## config.mk

```make
export PLATFORM = sky130hd
export DESIGN_NAME = fetch_top
export DESIGN_NICKNAME = d
export VERILOG_FILES = /design/src/rtl/fetch_pkg.sv /design/src/rtl/fetch_skid_buf.sv /design/src/rtl/fetch_top.sv
export SDC_FILE = /design/constraint.sdc
export NUM_CORES = 1
export LEC_CHECK = 0
export CAP_MARGIN = 20
export CORE_MARGIN = 2
export CORE_UTILIZATION = 47
export DETAILED_ROUTE_END_ITERATION = 6
export PLACE_DENSITY = 0.85
export SYNTH_ARGS = -nofsm -noshare
export SYNTH_HDL_FRONTEND = slang
export SYNTH_SLANG_ARGS = --single-unit
```

## constraint.sdc

```tcl
create_clock -name clock -period 4.5 [get_ports clock]
set_input_delay 1.35 -clock clock [delete_from_list [all_inputs] [get_ports clock]]
set_output_delay 1.35 -clock clock [all_outputs]
set_load 0.1 [all_outputs]
```

## src/rtl/fetch_pkg.sv

```systemverilog
// fetch_pkg: shared widths, flop macros, fetch FSM encoding and boot defaults
// for the instruction fetch front end.
`ifndef FETCH_PKG_DEFS
`define FETCH_PKG_DEFS

`define PC_WIDTH    32
`define INSTR_WIDTH 32

// Plain, reset and enabled flops; reset is synchronous and active-low.
`define FF(clk, q, d) always_ff @(posedge clk) q <= (d);
`define RST_FF(clk, rst_n, q, d, rv) always_ff @(posedge clk) if (!(rst_n)) q <= (rv); else q <= (d);
`define EN_FF(clk, rst_n, en, q, d, rv) always_ff @(posedge clk) if (!(rst_n)) q <= (rv); else if (en) q <= (d);

`endif

package fetch_pkg;

  localparam int PC_W    = `PC_WIDTH;
  localparam int INSTR_W = `INSTR_WIDTH;

  localparam logic [PC_W-1:0] BOOT_PC_DEF = 32'h0000_1000;
  localparam int              PC_INC_DEF  = 4;

  // Skid buffer depth: enough to cover one outstanding request plus one held.
  localparam int SKID_DEPTH = 2;

  typedef enum logic [1:0] {
    IDLE     = 2'd0,
    REQ      = 2'd1,
    WAIT_RSP = 2'd2,
    HOLD     = 2'd3
  } fetch_state_t;

  // Sequential PC advance; wraps naturally at the top of the address space.
  function automatic logic [PC_W-1:0] pc_next(input logic [PC_W-1:0] pc,
                                              input logic [PC_W-1:0] step);
    return pc + step;
  endfunction

endpackage

```

## src/rtl/fetch_skid_buf.sv

```systemverilog
// fetch_skid_buf: 2-entry FIFO holding {pc, instruction} pairs between the
// memory response and decode. Flush empties it in one cycle.
module fetch_skid_buf
  import fetch_pkg::*;
#(
  parameter int W = `PC_WIDTH + `INSTR_WIDTH
) (
  input  logic         clock,
  input  logic         reset_c,
  input  logic         i_flush,
  input  logic         i_push,
  input  logic [W-1:0] i_data,
  input  logic         i_pop,
  output logic [W-1:0] o_data,
  output logic         o_valid,
  output logic         o_full
);

  logic [W-1:0] r_mem [SKID_DEPTH];
  logic         r_wr_ptr, w_wr_ptr_nxt;
  logic         r_rd_ptr, w_rd_ptr_nxt;
  logic [1:0]   r_count, w_count_nxt;
  logic         w_push_ok, w_pop_ok;
  logic [1:0]   w_we;

  assign w_push_ok = i_push && (r_count != 2'd2) && !i_flush;
  assign w_pop_ok  = i_pop && (r_count != 2'd0) && !i_flush;
  assign w_we[0]   = w_push_ok && (r_wr_ptr == 1'b0);
  assign w_we[1]   = w_push_ok && (r_wr_ptr == 1'b1);

  // Pointer and occupancy update; flush wins over push and pop
  always_comb begin
    w_count_nxt  = r_count;
    w_wr_ptr_nxt = r_wr_ptr;
    w_rd_ptr_nxt = r_rd_ptr;
    if (i_flush) begin
      w_count_nxt  = 2'd0;
      w_wr_ptr_nxt = 1'b0;
      w_rd_ptr_nxt = 1'b0;
    end else begin
      if (w_push_ok) w_wr_ptr_nxt = ~r_wr_ptr;
      if (w_pop_ok)  w_rd_ptr_nxt = ~r_rd_ptr;
      case ({w_push_ok, w_pop_ok})
        2'b10:   w_count_nxt = r_count + 2'd1;
        2'b01:   w_count_nxt = r_count - 2'd1;
        default: w_count_nxt = r_count;
      endcase
    end
  end

  // Occupancy register
  `RST_FF(clock, reset_c, r_count, w_count_nxt, 2'd0)
  // Write pointer register
  `RST_FF(clock, reset_c, r_wr_ptr, w_wr_ptr_nxt, 1'b0)
  // Read pointer register
  `RST_FF(clock, reset_c, r_rd_ptr, w_rd_ptr_nxt, 1'b0)
  // Entry 0 storage
  `EN_FF(clock, reset_c, w_we[0], r_mem[0], i_data, '0)
  // Entry 1 storage
  `EN_FF(clock, reset_c, w_we[1], r_mem[1], i_data, '0)

  assign o_data  = r_mem[r_rd_ptr];
  assign o_valid = (r_count != 2'd0);
  assign o_full  = (r_count == 2'd2);

endmodule

```

## src/rtl/fetch_top.sv

```systemverilog
// fetch_top: single-outstanding instruction fetch unit. Issues one memory
// request at a time, presents each instruction with its PC to decode, and
// redirects on take_branch (squashing an in-flight response if needed).
// Build option FETCH_SKID_EN: adds a 2-entry skid FIFO so fetching continues
// under stall until the FIFO fills; otherwise a single output register is
// held in the HOLD state.
module fetch_top
  import fetch_pkg::*;
#(
  parameter logic [`PC_WIDTH-1:0] BOOT_PC = BOOT_PC_DEF,
  parameter int                   PC_INC  = PC_INC_DEF
) (
  input  logic                    clock,
  input  logic                    reset_c,
  input  logic                    stall_fetch,
  input  logic                    take_branch,
  input  logic [`PC_WIDTH-1:0]    branch_pc,
  output logic                    imem_req_valid,
  output logic [`PC_WIDTH-1:0]    imem_req_addr,
  input  logic                    imem_req_ready,
  input  logic                    imem_rsp_valid,
  input  logic [`INSTR_WIDTH-1:0] imem_rsp_data,
  output logic                    fetch_instr_valid,
  output logic [`INSTR_WIDTH-1:0] fetch_instr_data,
  output logic [`PC_WIDTH-1:0]    fetch_instr_pc
);

  localparam logic [`PC_WIDTH-1:0] PC_STEP = `PC_WIDTH'(PC_INC);

  fetch_state_t         r_state, w_state_nxt;
  logic [`PC_WIDTH-1:0] r_pc, w_pc_nxt;
  logic                 r_squash, w_squash_nxt;
  logic                 w_req_allow;
  logic                 w_req_fire;
  logic                 w_rsp_hit;
  logic                 w_rsp_accept;

`ifdef FETCH_SKID_EN
  // With the skid FIFO the FSM goes straight back to REQ after a response.
  localparam fetch_state_t ST_AFTER_RSP = REQ;

  logic                                  w_buf_valid;
  logic                                  w_buf_full;
  logic                                  w_buf_pop;
  logic [`PC_WIDTH+`INSTR_WIDTH-1:0]     w_buf_head;

  assign w_req_allow = !w_buf_full;
  assign w_buf_pop   = w_buf_valid && !stall_fetch && !take_branch;

  fetch_skid_buf #(
    .W(`PC_WIDTH + `INSTR_WIDTH)
  ) u_skid (
    .clock   (clock),
    .reset_c (reset_c),
    .i_flush (take_branch),
    .i_push  (w_rsp_accept),
    .i_data  ({r_pc, imem_rsp_data}),
    .i_pop   (w_buf_pop),
    .o_data  (w_buf_head),
    .o_valid (w_buf_valid),
    .o_full  (w_buf_full)
  );
`else
  // Without the FIFO the instruction sits in the output register in HOLD.
  localparam fetch_state_t ST_AFTER_RSP = HOLD;

  logic                    r_out_valid, w_out_valid_nxt;
  logic [`INSTR_WIDTH-1:0] r_out_data;
  logic [`PC_WIDTH-1:0]    r_out_pc;

  assign w_req_allow = 1'b1;
`endif

  // A response only counts in WAIT_RSP; squash and a same-cycle branch drop it.
  assign w_rsp_hit    = (r_state == WAIT_RSP) && imem_rsp_valid;
  assign w_rsp_accept = w_rsp_hit && !r_squash && !take_branch;
  assign w_req_fire   = (r_state == REQ) && w_req_allow && !take_branch && imem_req_ready;

  // FSM state register
  `RST_FF(clock, reset_c, r_state, w_state_nxt, IDLE)
  // Fetch PC register, loaded with the boot address on reset
  `RST_FF(clock, reset_c, r_pc, w_pc_nxt, BOOT_PC)
  // Squash flag: the in-flight response belongs to a redirected path
  `RST_FF(clock, reset_c, r_squash, w_squash_nxt, 1'b0)

  // Next state, next PC and squash; a branch overrides everything else
  always_comb begin
    w_state_nxt  = r_state;
    w_pc_nxt     = r_pc;
    w_squash_nxt = r_squash;
    if (take_branch) begin
      w_pc_nxt = branch_pc;
      if ((r_state == WAIT_RSP) && !imem_rsp_valid) begin
        // The request is still in flight: wait it out and drop its data.
        w_state_nxt  = WAIT_RSP;
        w_squash_nxt = 1'b1;
      end else begin
        w_state_nxt  = REQ;
        w_squash_nxt = 1'b0;
      end
    end else begin
      case (r_state)
        IDLE: begin
          w_state_nxt = REQ;
        end
        REQ: begin
          if (w_req_fire) w_state_nxt = WAIT_RSP;
        end
        WAIT_RSP: begin
          if (imem_rsp_valid) begin
            w_squash_nxt = 1'b0;
            if (r_squash) begin
              w_state_nxt = REQ;
            end else begin
              w_state_nxt = ST_AFTER_RSP;
              w_pc_nxt    = pc_next(r_pc, PC_STEP);
            end
          end
        end
        HOLD: begin
          if (!stall_fetch) w_state_nxt = REQ;
        end
        default: begin
          w_state_nxt = IDLE;
        end
      endcase
    end
  end

`ifndef FETCH_SKID_EN
  // Output valid: set on an accepted response, cleared when consumed or redirected
  always_comb begin
    w_out_valid_nxt = r_out_valid;
    if (take_branch) begin
      w_out_valid_nxt = 1'b0;
    end else if (w_rsp_accept) begin
      w_out_valid_nxt = 1'b1;
    end else if ((r_state == HOLD) && !stall_fetch) begin
      w_out_valid_nxt = 1'b0;
    end
  end

  // Output valid register
  `RST_FF(clock, reset_c, r_out_valid, w_out_valid_nxt, 1'b0)
  // Output instruction register
  `EN_FF(clock, reset_c, w_rsp_accept, r_out_data, imem_rsp_data, '0)
  // Output PC register: the address the accepted response was fetched from
  `EN_FF(clock, reset_c, w_rsp_accept, r_out_pc, r_pc, '0)
`endif

  // Memory request and decode-facing outputs
  always_comb begin
    imem_req_valid = (r_state == REQ) && w_req_allow && !take_branch;
    imem_req_addr  = r_pc;
`ifdef FETCH_SKID_EN
    fetch_instr_valid                  = w_buf_valid;
    {fetch_instr_pc, fetch_instr_data} = w_buf_head;
`else
    fetch_instr_valid = r_out_valid;
    fetch_instr_data  = r_out_data;
    fetch_instr_pc    = r_out_pc;
`endif
  end

endmodule

```

**After elaboration in Yosys (flattened, before gate mapping)**

Cells that the tools add are included.

- Bitwise gates (word level): 1
- Add/subtract/negate cells: 1
- Reduce and logical (&&, ||, !) cells: 19
- Mux-type cells: 17
- Equality and inequality tests: 7

Operators by type and width:

| cell | count |
|---|---|
| $mux 32 | 4 |
| $add 32x3->32 const B | 1 |
| $mux 2 | 6 |
| $ne 3x3->1 const B | 3 |
| $pmux 2 s4 | 1 |
| $logic_and 1x1->1 | 7 |
| $mux 1 | 6 |
| $reduce_and 3->1 | 2 |
| $reduce_bool 2->1 | 3 |
| $eq 2x2->1 const B | 2 |
| $logic_not 1->1 | 4 |
| $eq 2x1->1 const B | 1 |
| $logic_not 2->1 | 1 |
| $ne 2x2->1 const B | 1 |
| $reduce_and 2->1 | 1 |
| $reduce_or 2->1 | 1 |
| $not 1->1 | 1 |

- Word-level logic and storage cells: 51
- Output and inout bits: 98
- Input bits: 70
- Register bits after elaboration: 100

**Depth between registers and ports, before layout**

Gate-level depths: netlist of the first run.

- Depth in word-level cells: 6
- Mapped depth: 8
- Mapped depth without buffers: 7

**Worst setup path after synthesis of the first run**

No wires, ideal clock.

- Path kind: input -> output
- Start: input take_branch
- End: output imem_req_valid
- Path slack: 434 ps
- Arrival: 2716 ps
- Path buffers: 0
- Required time: 3150 ps
- Cell stages on the path: 1
- Path through: nor2b_1

- Word-level cells in the longest chain between the ends: 2

Ends and longest elaborated chain:

| element | RTL line | RTL |
|---|---|---|
| from (decl) | fetch_top.sv:16 | `input logic take_branch,` |
| $logic_not 1->1 | fetch_top.sv:153 | `imem_req_valid = (r_state == REQ) && w_req_allow && !take_branch;` |
| $logic_and 1x1->1 | fetch_top.sv:153 |  |
| to (decl) | fetch_top.sv:18 | `output logic imem_req_valid,` |

No other way between the ends.

**Worst setup path after layout of the first run**

Ends and elaborated chain as after synthesis.

==> flow_summary.toml, run 1 <==
[cts]
cts.sinks = 100
cts-htree-levels = 3
cts_root_buffer = "clkbuf_8"
insertion_delay_ps = 360
cts_buffers = 9
cts_resized = 0
clockBufferDepth = 2
cts_setup_buffers = 0
clk_pin_slew_worst_paths_ps = 90
ctsHoldBuffers = 0
cts_tree = "yes"

[synth]
yosys.cell_types.count = 45
yosys_most_used_dff = "dfxtp_1"
synthTopCellsByCount = "147 x nand2_1, 100 x dfxtp_1, 47 x a21oi_1"
yosysTopAreaCell = "dfxtp_1"
synthTopCellsByArea = "dfxtp_1 48%, nand2_1 13%, a21boi_0 6.4%"
syn_inst = 509
ys_ff_latch = 100
seq_area_frac_synth_pct = 47.7
ys_warn_count = 0
synth.most_common_cell = "nand2_1"
async_flop_share_pct = 0
synth.top_cell.area_share_pct = 47.7
synthesis.nets = 583
synth_area_per_cell_um2 = 8.25
netlist_area_mm2 = 0.00420
synth_edf_count = 0

[pwr]
peakVddDrop_uv = 147
p_leak_uw = 0.00209
power.total_uw = 1820
powerDensity_mw_per_mm2 = 300

[min_path]
hp-start = "fetch_instr_pc[15]$_SDFFE_PN0P_"
hold_class = "reg -> reg"
hold_path_depth = 2
holdPathEnd = "fetch_instr_pc[15]$_SDFFE_PN0P_"

[place]
gp_congestion = 0.788
port-buffer-count = 167
dp_hpwl_um = 8080

[detailed_routing]
first_iter_violations = 180
ant_nets = 0
firstDrtPassIters = 4
post_drt_wl_per_cell_um = 14.7
viasPerCell = 5.16
drc = 0
vias = 3972
wirelength_um = 11300

[timing]
max_freq_ghz = 0.279
fin_skew_ps = 18.6
drv_slew = 0
tightest_slew_ps = 1010
max-slew-margin-rel_pct = 32.5
fin_setup_tns_ps = 0
period_minus_slack_ps = 3580
rsz0062_at_grt = "no"
finalSetupViolCount = 0
finalHoldViolations = 0
final.period_utilization_pct = 79.6

[floorplan]
rows = 34
dieArea_mm2 = 0.00970
die_x_um = 98.5
die_h_um = 98.5
ioPinCount = 168
start_util_pct = 48.4
core_area_mm2 = 0.00868

[critical_path]
crit_type = "in -> out"
rrSetupSlack_ps = 2290
cp.required_ps = 3150
start_kind = "primary input"
reg2reg_depth = 7
startpoint = "take_branch"
cp_max_fo = 2
cp_data_arrival_time_ps = 2230
worstReg2RegStart = "r_state[0]$_SDFFE_PN0P_"
r2r_end = "imem_req_addr[30]$_SDFFE_PN0P_"
endpoint_kind = "output port"

[grt]
grt_max_degree = 65
grt_pass1_vias = 3748
antenna_found_initial = 0
grt_pass1_wl_um = 18500
grt.total_usage_pct = 23.1
grt_overflow_total = 0

[final_layout]
area_growth_pct = 45.0
fillers = 691
layout-drive-gt1-share_pct = 5.29
layout.nets = 732
diodes = 0

[flow_run]
drv_cap = 0

[status]
run_status = "complete, no violations"
-- worst max path at each step --
stage	endpoint	slack, ps	cells past startpoint
finish	imem_req_valid	920	3
global route	imem_req_valid	860	3
CTS	imem_req_valid	920	3
detailed placement	imem_req_valid	920	3
global placement	imem_req_valid	920	3
floorplan	imem_req_valid	430	1
-- layout by cell type, fill, tap and decap left out, types with 2 or more instances in the layout --
master | synthesis | final
nor2b_1 | 4 | 4
clkbuf_8 | 0 | 9
and3_1 | 8 | 8
nand4_1 | 10 | 10
buf_4 | 2 | 6
a21oi_1 | 47 | 47
clkdlybuf4s50_1 | 0 | 165
and4_2 | 2 | 2
nand3_1 | 13 | 12
xor2_1 | 20 | 20
o21ai_0 | 30 | 30
a221oi_1 | 2 | 2
inv_1 | 5 | 5
or2_2 | 2 | 2
nor2_1 | 7 | 7
xnor2_1 | 6 | 6
clkinvlp_4 | 0 | 2
nand2_1 | 147 | 147
a31oi_1 | 3 | 3
and2_1 | 5 | 5
ha_1 | 4 | 4
a21boi_0 | 36 | 36
dfxtp_1 | 100 | 100
mux2i_1 | 3 | 3
-- registers in the layout (all words and copies together), names as in the netlist --
register,flops
r_state,2
r_squash,1
fetch_instr_data,32
fetch_instr_pc,32
fetch_instr_valid,1
imem_req_addr,32
-- final cells by class --
| type | instances | area, um2 | share of cell area [%] |
|---|---|---|---|
| multi-input combinational | 368 | 2040 | 33.5 |
| sequential | 100 | 2000 | 32.9 |
| timing repair buffer | 173 | 1720 | 28.3 |
| tap | 108 | 135 | 2.22 |
| clock buffer | 10 | 128 | 2.10 |
| clock inverter | 5 | 37.5 | 0.617 |
| inverter | 6 | 22.5 | 0.370 |
-- where the power goes --
group	internal (uW)	total [uW]	switching [uW]
Clock	201	508	308
Combinational	126	372	246
Sequential	910	945	34.5
Total	1240	1820	588
-- cell families (layout without fill, tap and decap cells) --
kind of cell / after synthesis / count (layout) / share of synthesized area [%]
AND/OR/NAND/NOR: 212 / 212 / 23.4
AO/OA/AOI/OAI: 123 / 123 / 17.6
flip-flops: 100 / 100 / 47.7
buffers and inverters: 41 / 194 / 4.05
XOR/XNOR: 26 / 26 / 5.42
adder cells (fa/ha/maj): 4 / 4 / 1.19
multiplexers: 3 / 3 / 0.715
-- worst max-delay path: stages --
cell and delay (ps):
clkdlybuf4s50_1 410, nor2b_1 250, buf_12 220
-- metrics by stage --
step           instance area [um2]  hold slack (ps)  setup slack [ps]  cells  utilization, %
3_3_place_gp                  5920              442               920    755            68.3
2_1_floorplan                 4200              486               434    509               -
4_1_cts                       6090              461               917    770            70.2
6_report                      6090              458               919    770            70.2
5_1_grt                       6090              481               862    770            70.2
3_5_place_dp                  5920              448               921    755            68.3
-- layer usage --
metal  track usage [%]  vias up  part of all wire (%)
li1                  -     2009                     -
met1              28.7     1834                    42
met2              40.5      116                    51
met3              4.61       13                   4.8
met4              7.48        0                   1.6
met5                 0        -                     0
Note: power is estimated with default switching activity, not from simulation.
==> inputs of run 2 (changes only) <==
- CORE_UTILIZATION: 47 -> 43
- PLACE_DENSITY: 0.85 -> 0.79
- clock period: 4.5 -> 3.4 ns (I/O delays scaled with it)
==> run 2 against run 1 <==
Effect of this change: sequential power increased by 32%; core utilization decreased by 8.4 points; via count increased by 0.18%; first-iteration DRC count decreased by 5.0%; flip-flop and latch count unchanged; clock power increased by 51%; highest routed layer unchanged.
==> flow_summary.toml, run 2 (same netlist as run 1, synthesis figures left out) <==
[status]
run_status = "complete, no violations"

[pwr]
peakVddDrop_uv = 254
powerDensity_mw_per_mm2 = 421
power.total_uw = 2510
p_sw_share_pct = 31.1
p_int_uw = 1730
p_clk_share_pct = 30.7
seq_power_share_pct = 49.9
p_leak_uw = 0.00232
pwr-share-comb_pct = 19.4
switchingPower_uw = 778

[timing]
finalSetupViolCount = 0
rsz0062_at_grt = "no"
final.period_utilization_pct = 86.0
tightest_slew_ps = 942
drv_slew = 0
fin_setup_tns_ps = 0
fin_skew_ps = 10.3
max_freq_ghz = 0.342
finalHoldViolations = 0
max-slew-margin-rel_pct = 37.2
period_minus_slack_ps = 2920

[detailed_routing]
drc = 0
post_drt_wl_per_cell_um = 14.2
viasPerCell = 4.97
firstDrtPassIters = 4
ant_nets = 0
wirelength_um = 11400
vias = 3979
first_iter_violations = 171

[place]
dp_hpwl_um = 8300
gp_congestion = 0.788
port-buffer-count = 167

[cts]
cts-htree-levels = 3
clockBufferDepth = 2
cts.sinks = 100
ctsHoldBuffers = 0
cts_setup_buffers = 0
cts_resized = 0
cts_root_buffer = "clkbuf_8"
clk_pin_slew_worst_paths_ps = 90
cts_buffers = 9
insertion_delay_ps = 360
cts_tree = "yes"

[final_layout]
final_cell_mix = "147 x nand2_1, 108 x buf_4, 100 x dfxtp_1"
layout-drive-gt1-share_pct = 20.8
diodes = 0
fillers = 880
final_common_cell = "nand2_1"
area_growth_pct = 41.8
layout.nets = 737

[grt]
grt_pass1_wl_um = 17600
grt_max_degree = 50
grt_overflow_total = 0
antenna_found_initial = 0
grt_pass1_vias = 3594
grt.total_usage_pct = 21.2

[critical_path]
critPathBufInv = 2
cp_max_fo = 3
crit_path_max_incr_delay_ps = 470
critPathTopFamily = "buffers and inverters"
endpoint_kind = "output port"
crit_slowest_cell = "clkdlybuf4s50_1"
start_kind = "primary input"
crit_type = "in -> out"
crit_chain = "clkdlybuf4s50_1 -> nor2b_2 -> buf_12"
cp_data_arrival_time_ps = 1900
cp.required_ps = 2380

[floorplan]
die_x_um = 103
core_area_mm2 = 0.00964
dieArea_mm2 = 0.0106
die_h_um = 103
rows = 36
start_util_pct = 43.5
ioPinCount = 168

[flow_run]
drv_cap = 0

[min_path]
hold_class = "reg -> reg"
[run 2: final cells by class]
type	instances	area [um2]	area share, %
Sequential cell	100	2000	33.6
Clock buffer	11	141	2.37
Tap cell	133	166	2.80
Clock inverter	5	60.1	1.01
Timing Repair Buffer	178	1520	25.5
Inverter	6	22.5	0.378
Multi-Input combinational cell	368	2040	34.3
[run 2: final timing paths]
| kind | startpoint | to | slack, ps | cells past startpoint |
|---|---|---|---|---|
| setup / recovery | take_branch | imem_req_valid | 480 | 3 |
| hold / removal | fetch_instr_pc[10]$_SDFFE_PN0P_ | fetch_instr_pc[10]$_SDFFE_PN0P_ | 460 | 2 |
| hold reg to reg | fetch_instr_pc[10]$_SDFFE_PN0P_ | fetch_instr_pc[10]$_SDFFE_PN0P_ | 460 | 2 |
| setup reg to reg | r_state[0]$_SDFFE_PN0P_ | imem_req_addr[16]$_SDFFE_PN0P_ | 1310 | 8 |
[run 2: worst min-delay path, cell delays in order (launching register included)]
cell and delay, ps:
dfxtp_1 320, nand2_1 50, a21oi_1 50
[run 2: power groups by stage]
stage | logic (uW) | clock network, uW | registers, uW
detailed placement | 486 | 0 | 1280
floorplan | 106 | 0 | 1490
CTS | 487 | 789 | 1250
global placement | 480 | 0 | 1280
finish | 486 | 769 | 1250
global route | 509 | 838 | 1260
[run 2: layer usage]
metal / GRT usage (%) / wire, um / share of wire, % / vias up
li1: - / - / - / 2013
met1: 26.4 / 4930 / 43 / 1832
met2: 34.8 / 5460 / 48 / 115
met3: 6.03 / 717 / 6.3 / 19
met4: 8.10 / 242 / 2.1 / 0
met5: 0 / 0 / 0 / -
[run 2: stage by stage]
stage	utilization, %	hold WS (ps)	setup slack (ps)	std cells	instance area [um2]
after floorplan	-	486	548	509	4200
after global placement	59.7	443	463	785	5750
after detailed placement	59.7	447	415	785	5750
after CTS	61.8	461	453	801	5950
after global routing	61.8	483	417	801	5950
final	61.8	459	475	801	5950
==> inputs of run 3 (changes only) <==
- CORE_UTILIZATION: 43 -> 45
- CTS_BUF_LIST: not set -> sky130_fd_sc_hd__clkbuf_4 sky130_fd_sc_hd__clkbuf_8
- PLACE_DENSITY: 0.79 -> 0.82
- TNS_END_PERCENT: not set -> 20
==> run 3 against run 2 <==
Effect of this change: wire length is essentially flat; die area shrank 4.3%; cell area shrank 0.25%; worst hold slack gained 4.1 ps; clock skew grew 10 ps; count of clock-buffer cells in the layout shrank 2; clock power grew 13%.
==> flow_summary.toml, run 3 (same netlist as run 1, synthesis figures left out) <==
[cts]
cts.sinks = 100
cts_resized = 0
cts_root_buffer = "clkbuf_8"
cts_buffers = 9
cts_setup_buffers = 0
cts_tree = "yes"
clockBufferDepth = 2
insertion_delay_ps = 370
cts-htree-levels = 3
ctsHoldBuffers = 0
clk_pin_slew_worst_paths_ps = 100

[timing]
max-slew-margin-rel_pct = 35.6
finalHoldViolations = 0
rsz0062_at_grt = "no"
drv_slew = 0
final.period_utilization_pct = 84.6
fin_setup_tns_ps = 0
max_freq_ghz = 0.348
tightest_slew_ps = 965
period_minus_slack_ps = 2870
fin_skew_ps = 20.4
finalSetupViolCount = 0

[final_layout]
final_cell_count_no_fill = 777
final_area_mm2 = 0.00594
seqCellArea_mm2 = 0.00200
layout-drive-gt1-share_pct = 20.7
area_growth_pct = 41.5
final_common_cell = "nand2_1"
postLayoutCoreUtil_pct = 64.9
fillers = 809
multi_input_area_mm2 = 0.00204
layout.nets = 735
final_cell_mix = "147 x nand2_1, 106 x buf_4, 100 x dfxtp_1"
diodes = 0

[detailed_routing]
viasPerCell = 5.10
ant_nets = 0
post_drt_wl_per_cell_um = 14.6
wirelength_um = 11400
firstDrtPassIters = 5
vias = 3963
drc = 0
first_iter_violations = 169

[grt]
grt_pass1_wl_um = 18100
use_met1_pct = 30.0
grt_max_degree = 65
use_met3_pct = 3.74
use_met2_pct = 34.8
grt.total_usage_pct = 22.3
grt_overflow_total = 0
grt.busiest_layer = "met2"
grt_pass1_vias = 3722
antenna_found_initial = 0

[pwr]
p_leak_uw = 0.00233
powerDensity_mw_per_mm2 = 439
peakVddDrop_uv = 260

[floorplan]
start_util_pct = 45.9
core_area_mm2 = 0.00915
die_h_um = 101
rows = 35
die_x_um = 101
ioPinCount = 168
dieArea_mm2 = 0.0101

[status]
run_status = "complete, no violations"

[critical_path]
worstReg2RegStart = "r_state[0]$_SDFFE_PN0P_"
startpoint = "take_branch"
cp_data_arrival_time_ps = 1850
endpoint_kind = "output port"
crit_type = "in -> out"
cp_max_fo = 2
cp.required_ps = 2380
start_kind = "primary input"

[place]
port-buffer-count = 167
dp_cells = 761
dp_hpwl_um = 7990
post_dp_cell_area_mm2 = 0.00571
gp_congestion = 0.802

[min_path]
hold_class = "reg -> reg"
hp-start = "fetch_instr_pc[9]$_SDFFE_PN0P_"

[flow_run]
drv_cap = 0
==> run 3: changes by cell type in the layout (fill, tap and decap cells not counted), sizes merged <==
cell    delta
bufinv     +1
clkbuf     -2
clkinv     -1
buf        -2
inv        +2
==> run 3: power by group <==
group	switching [uW]	internal (uW)	leakage [uW]
Sequential	46.7	1200	0.000814
Clock	444	426	0.000112
Combinational	329	158	0.00140
==> run 3: routing by layer <==
layer	part of all wire [%]	wire, um	up-vias
li1	-	-	2012
met1	45	5120	1808
met2	47	5340	118
met3	4.9	559	25
met4	3.0	338	0
met5	0	0	-
==> run 3: worst paths after layout <==
check | end | slack, ps | cells after the start
worst max register to register | imem_req_addr[30]$_SDFFE_PN0P_ | 1330 | 8
worst max-delay path | imem_req_valid | 530 | 3
worst min register to register | fetch_instr_pc[9]$_SDFFE_PN0P_ | 460 | 2
worst min-delay path | fetch_instr_pc[9]$_SDFFE_PN0P_ | 460 | 2
==> run 3: cell type report <==
cell class / count / share of cell area [%]
Timing Repair Buffer: 176 / 25.3
Multi-Input combinational cell: 368 / 34.4
Tap cell: 111 / 2.34
Sequential cell: 100 / 33.7
Clock inverter: 7 / 1.77
Inverter: 6 / 0.379
Clock buffer: 9 / 2.09
==> run 3: worst max-delay path: stages <==
cell and delay [ps]:
clkdlybuf4s50_1 430, nor2b_2 200, buf_12 200
==> run 3: stage by stage <==
step | hold slack [ps] | worst slack [ps] | power (uW)
2_1_floorplan | 486 | 548 | 1590
3_3_place_gp | 443 | 512 | 1760
3_5_place_dp | 447 | 465 | 1760
4_1_cts | 464 | 515 | 2630
5_1_grt | 487 | 484 | 2700
6_report | 463 | 525 | 2610
